[src/rtl/sp_accum_module.sv]
// Scratchpad of SP_NTARGETS small matrices (MAX_DIM rows each) with burst row writes,
// optional lane-wise accumulate, whole-target clear and a registered read port.
module sp_accum_module #(
    parameter  int SP_NTARGETS = 4,
    parameter  int DATA_WIDTH  = 32,
    parameter  int BUS_WIDTH   = 64,
    localparam int MAX_DIM     = BUS_WIDTH / DATA_WIDTH,
    localparam int TW          = (SP_NTARGETS > 1) ? $clog2(SP_NTARGETS) : 1,
    localparam int RW          = (MAX_DIM > 1) ? $clog2(MAX_DIM) : 1
) (
    input  logic                 clk_i,
    input  logic                 rst_i,
    // Write handshake: a beat transfers in any cycle where wr_valid_i & wr_ready_o.
    // wr_valid_i may drop between beats; the burst simply waits for the next beat.
    input  logic                 wr_valid_i,
    output logic                 wr_ready_o,
    input  logic [TW-1:0]        wr_target_i,
    input  logic                 wr_accum_i,
    input  logic [BUS_WIDTH-1:0] wr_data_i,
    output logic                 wr_done_o,
    input  logic                 clr_i,
    input  logic [TW-1:0]        clr_target_i,
    input  logic                 rd_en_i,
    input  logic [TW-1:0]        rd_target_i,
    input  logic [RW-1:0]        rd_row_i,
    output logic [BUS_WIDTH-1:0] rd_data_o,
    output logic                 rd_valid_o,
    output logic                 busy_o,
    output logic [1:0]           state_o
);

    typedef enum logic [1:0] {
        ST_IDLE  = 2'd0,
        ST_WRITE = 2'd1,
        ST_CLEAR = 2'd2
    } state_t;

    localparam logic [TW:0]   NT_LIM   = (TW+1)'(SP_NTARGETS);
    localparam logic [RW:0]   ROW_LIM  = (RW+1)'(MAX_DIM);
    localparam logic [RW-1:0] ROW_LAST = RW'(MAX_DIM - 1);

    logic [BUS_WIDTH-1:0] mem [SP_NTARGETS][MAX_DIM];

    state_t               state_q, state_d;
    logic [RW-1:0]        row_q, row_d;
    logic [TW-1:0]        tgt_q, tgt_d;
    logic                 accum_q, accum_d;
    logic                 done_q, done_d;
    logic [BUS_WIDTH-1:0] rd_data_q;
    logic                 rd_valid_q;

    logic                 mem_we;
    logic                 mem_zero;
    logic                 mem_accum;
    logic [TW-1:0]        mem_tgt;
    logic [RW-1:0]        mem_row;
    logic                 mem_tgt_ok;
    logic [BUS_WIDTH-1:0] cur_row;
    logic [BUS_WIDTH-1:0] sum_row;
    logic [BUS_WIDTH-1:0] new_row;
    logic                 rd_ok;

    always_comb begin
        state_d    = state_q;
        row_d      = row_q;
        tgt_d      = tgt_q;
        accum_d    = accum_q;
        done_d     = 1'b0;
        wr_ready_o = 1'b0;
        mem_we     = 1'b0;
        mem_zero   = 1'b0;
        mem_accum  = accum_q;
        mem_tgt    = tgt_q;
        mem_row    = row_q;
        case (state_q)
            ST_IDLE: begin
                // A clear request takes priority and blocks the write beat this cycle.
                wr_ready_o = ~clr_i;
                if (clr_i) begin
                    state_d = ST_CLEAR;
                    tgt_d   = clr_target_i;
                    row_d   = '0;
                end else if (wr_valid_i) begin
                    mem_we    = 1'b1;
                    mem_tgt   = wr_target_i;
                    mem_row   = '0;
                    mem_accum = wr_accum_i;
                    tgt_d     = wr_target_i;
                    accum_d   = wr_accum_i;
                    if (MAX_DIM == 1) begin
                        done_d = 1'b1;
                    end else begin
                        state_d = ST_WRITE;
                        row_d   = RW'(1);
                    end
                end
            end
            ST_WRITE: begin
                wr_ready_o = 1'b1;
                if (wr_valid_i) begin
                    mem_we = 1'b1;
                    if (row_q == ROW_LAST) begin
                        state_d = ST_IDLE;
                        row_d   = '0;
                        done_d  = 1'b1;
                    end else begin
                        row_d = row_q + 1'b1;
                    end
                end
            end
            ST_CLEAR: begin
                mem_we   = 1'b1;
                mem_zero = 1'b1;
                if (row_q == ROW_LAST) begin
                    state_d = ST_IDLE;
                    row_d   = '0;
                end else begin
                    row_d = row_q + 1'b1;
                end
            end
            default: begin
                state_d = ST_IDLE;
                row_d   = '0;
            end
        endcase
    end

    // Out-of-range targets still run the full handshake but never touch storage.
    assign mem_tgt_ok = ({1'b0, mem_tgt} < NT_LIM);
    assign cur_row    = mem_tgt_ok ? mem[mem_tgt][mem_row] : '0;

    // Lane-wise add; each lane wraps on its own, carries never cross lanes.
    always_comb begin
        sum_row = '0;
        for (int k = 0; k < MAX_DIM; k++) begin
            sum_row[k*DATA_WIDTH +: DATA_WIDTH] = cur_row[k*DATA_WIDTH +: DATA_WIDTH]
                                                + wr_data_i[k*DATA_WIDTH +: DATA_WIDTH];
        end
    end

    assign new_row = mem_zero ? '0 : (mem_accum ? sum_row : wr_data_i);
    assign rd_ok   = ({1'b0, rd_target_i} < NT_LIM) && ({1'b0, rd_row_i} < ROW_LIM);

    always_ff @(posedge clk_i) begin
        if (rst_i) begin
            state_q    <= ST_IDLE;
            row_q      <= '0;
            tgt_q      <= '0;
            accum_q    <= 1'b0;
            done_q     <= 1'b0;
            rd_valid_q <= 1'b0;
            rd_data_q  <= '0;
            for (int t = 0; t < SP_NTARGETS; t++) begin
                for (int r = 0; r < MAX_DIM; r++) begin
                    mem[t][r] <= '0;
                end
            end
        end else begin
            state_q    <= state_d;
            row_q      <= row_d;
            tgt_q      <= tgt_d;
            accum_q    <= accum_d;
            done_q     <= done_d;
            rd_valid_q <= rd_en_i;
            // Reads sample the array before this edge's write lands.
            if (rd_en_i) begin
                rd_data_q <= rd_ok ? mem[rd_target_i][rd_row_i] : '0;
            end
            if (mem_we && mem_tgt_ok) begin
                mem[mem_tgt][mem_row] <= new_row;
            end
        end
    end

    assign wr_done_o  = done_q;
    assign rd_data_o  = rd_data_q;
    assign rd_valid_o = rd_valid_q;
    assign busy_o     = (state_q != ST_IDLE);
    assign state_o    = state_q;

endmodule

[config.mk]
export PLATFORM = sky130hd
export DESIGN_NAME = sp_accum_module
export DESIGN_NICKNAME = d
export VERILOG_FILES = /design/src/rtl/sp_accum_module.sv
export SDC_FILE = /design/constraint.sdc
export NUM_CORES = 1
export LEC_CHECK = 0
export ABC_AREA = 0
export CAP_MARGIN = 20
export CORE_ASPECT_RATIO = 1.5
export CORE_MARGIN = 2
export CORE_UTILIZATION = 45
export DETAILED_ROUTE_END_ITERATION = 10
export PLACE_DENSITY = 0.6
export SLEW_MARGIN = 20
export SYNTH_ARGS = -nofsm -noshare
export SYNTH_HDL_FRONTEND = slang
export SYNTH_SLANG_ARGS = --single-unit
[constraint.sdc]
create_clock -name clk_i -period 12 [get_ports clk_i]
set_input_delay 2.4 -clock clk_i [delete_from_list [all_inputs] [get_ports clk_i]]
set_output_delay 2.4 -clock clk_i [all_outputs]
set_load 0.03 [all_outputs]
==> run metrics <==
outcome=finished clean; Max Cap Viol=0; Root Buffer=clkbuf_16; count leader, synth=nor2_1; Mapped Cells=2869; CP startpoint kind=primary input; initial antenna violation count=0; R2R cell count=17; fmax=119 MHz; R2R Path End=mem[1][31]$_SDFFCE_PN0P_; Total GRT Usage=29.7%; first-pass iteration count of the detailed router=5; worst IR drop on VDD=115 uV; Post-Syn Area per Cell=11.3 um^2; most used cell, CP=nor2_1; number of buffers and inverters on the critical path=2; R2R setup slack=5170 ps; Synth warnings=0; Yosys cell types=81; Crit path arrival time=8750 ps; crit-path leading delay family=compound AO/OA/AOI/OAI gates; CP Depth=16; Final Skew=23.1 ps; H-tree level count=2; Worst Hold Class=register to register; vias per inst=6.58; n_diodes=0; Final Power=6.19 mW; met3 WL=10200 um; worst-margin pin slew=1170 ps; WHS Path Cells=2; worst r2r src=state_o[0]$_SDFFE_PP0P_; Post-Route Setup TNS=0 ps; io pins=147; DRT iter0 DRCs=2703; endpoints failing setup=0; CP peak stage delay=1030 ps; hold endpoint=rd_data_o[55]$_SDFFE_PP0P_; Final GP Congestion=0.940; final period utilization=70.0%; Slew Limit Fails=0; post-CTS resize count=0; Hold Buf Count CTS=0; RSZ-0062 raised after global routing=no; asr flop ratio synth=0%; initial core utilization=45.4%; met2 wire length=54400 um; EDFF count, synth=512; Layout area overhead=12.2%; CTS Sinks=584; Post-Syn Area=0.0324 mm^2; die area=0.0742 mm^2; Fill cells=6374; largest net degree at the start of global routing=73; origin of the worst min-delay path=rd_data_o[55]$_SDFFE_PP0P_; final wirelength=111000 um; clk slew on worst S/H paths=60 ps; vias=25300; CP Class=primary input to register; slew margin rel.=22.2%; critical path peak fanout=43; Yosys top cell by area=edfxtp_1; Final Hold Vio Count=0; post-synth top area share=47.5%; flop and latch count out of synthesis=584; grt ovf=0; Port Buf Inserts=146; Post-DRT Antenna Nets=0; Seq/Total Area, Yosys=51.9%; clk buf depth=3; CTS Buf Count=57; Die Y=333 um; most frequent cells after synthesis=657 x nor2_1, 512 x edfxtp_1, 223 x nand2_1; Post-CTS Setup Inserts=0; prevailing post-synth register cell=edfxtp_1; vias in the first global route=25300; highest metal used=met4; min Tclk post-route=8400 ps; worst skew pair latency=650 ps; ratio of cells with drive above 1 in the final layout=11.8%; first-pass GRT wire length=163000 um; Worst Setup SP=wr_valid_i; die width=223 um; Pwr Density=170 mW/mm^2; core area=0.0713 mm^2; critical-path cell list=clkdlybuf4s50_1, nand3b_4, and2_4, buf_4, mux4_2, nor2_1, a21oi_1, ha_1, nand2_1, a2111oi_0, o21ai_0, nand4b_1, and2_1, o211ai_1, a211oi_4, nor2_1; Data required, critical path=12350 ps; Slowest cell on crit path=a2111oi_0; NumNets Final=3035; WL met1=41200 um; DP Wirelength=63900 um; DR WL/cell=28.9 um; P_leak=13.2 nW; CTS tree=done; Mapped Nets=3029; Std-Cell Rows=120; critical path capture point type=register; DRC viols=0; top cells by area in the synthesized netlist=edfxtp_1 47%, mux4_2 11%, nor2_1 7.6%
-- routing by layer --
layer,GRT usage (%),vias up
met5,0,-
met4,12.6,0
met3,4.60,305
met2,50.7,1499
met1,37.6,12600
li1,-,10800
-- worst min-delay path, stage by stage (launching register included) --
cell and delay [ps]:
dfxtp_1 310, nor2_1 80, a211oi_1 50
-- kinds of logic after synthesis --
kind of cell	count (synthesis)	synth area share (%)
AOI/OAI and AO/OA	529	11.7
and+or+nand+nor	1115	14.8
xor gates and xnor gates	42	1.14
DFF	584	51.9
muxes	252	14.0
buffers and inverters	264	3.22
adders and majority gates	83	3.25
-- placed cells by master, fill, tap and decap left out, types with 7 or more instances in the layout --
cell type	instances
o221ai_1	128
clkdlybuf4s50_1	141
nand2b_1	16
nor2b_1	10
buf_4	46
xnor2_1	25
nand4_1	22
o211ai_1	12
o21a_1	8
edfxtp_1	512
a211o_1	7
o21ai_0	59
o21bai_1	9
a21oi_1	97
o22ai_1	35
ha_1	80
or2_2	15
nor3_1	14
and3_1	75
dfxtp_1	72
clkbuf_16	57
nand2b_4	8
nand2_1	221
xor2_1	17
clkbuf_8	11
or3_1	9
a21o_1	31
nand3_1	16
a211oi_1	80
and2_1	10
clkbuf_1	19
nor4_1	7
mux4_2	158
clkinv_2	8
inv_1	23
mux2i_1	84
nor2_1	656
-- sequential cells by signal (all words and copies together) (netlist names) --
signal / count
mem: 512
rd_data_o: 64
state_o: 2
tgt_q: 2
accum_q: 1
rd_valid_o: 1
row_q: 1
wr_done_o: 1
-- metrics by stage --
stage	hold WS, ps	instances	setup WS (ps)	area [um^2]	utilization [%]
floorplan	526	2869	5320	32400	-
global placement	471	3731	3250	34500	48.4
detailed placement	477	3731	3150	34500	48.4
CTS	485	3836	3820	36300	50.9
global route	501	3836	3470	36300	50.9
finish	482	3836	3600	36300	50.9
-- final cells by class --
| class | count | area [um^2] | share of cell area, % |
|---|---|---|---|
| repair buffers | 188 | 1770 | 4.87 |
| clock inverters | 19 | 168 | 0.462 |
| flip-flops and latches | 584 | 16800 | 46.3 |
| multi-input cells | 2021 | 14700 | 40.5 |
| clock buffers | 86 | 1640 | 4.50 |
| well taps | 915 | 1140 | 3.15 |
| inverters | 23 | 86.3 | 0.238 |
-- where the power goes --
| group | switching [mW] | total (mW) | internal, mW |
|---|---|---|---|
| clock | 0.803 | 1.80 | 0.999 |
| combinational | 1.28 | 1.99 | 0.701 |
| sequential | 0.0649 | 2.40 | 2.34 |
| total | 2.15 | 6.19 | 4.04 |
-- worst max path at each step --
stage                          endpoint  slack (ps)
2_1_floorplan  mem[0][24]$_SDFFCE_PN0P_        5320
3_3_place_gp   mem[2][95]$_SDFFCE_PN0P_        3250
3_5_place_dp   mem[1][31]$_SDFFCE_PN0P_        3150
4_1_cts        mem[1][31]$_SDFFCE_PN0P_        3820
5_1_grt        mem[2][31]$_SDFFCE_PN0P_        3470
6_report       mem[1][31]$_SDFFCE_PN0P_        3600
Power figures use the tool's default switching activity.
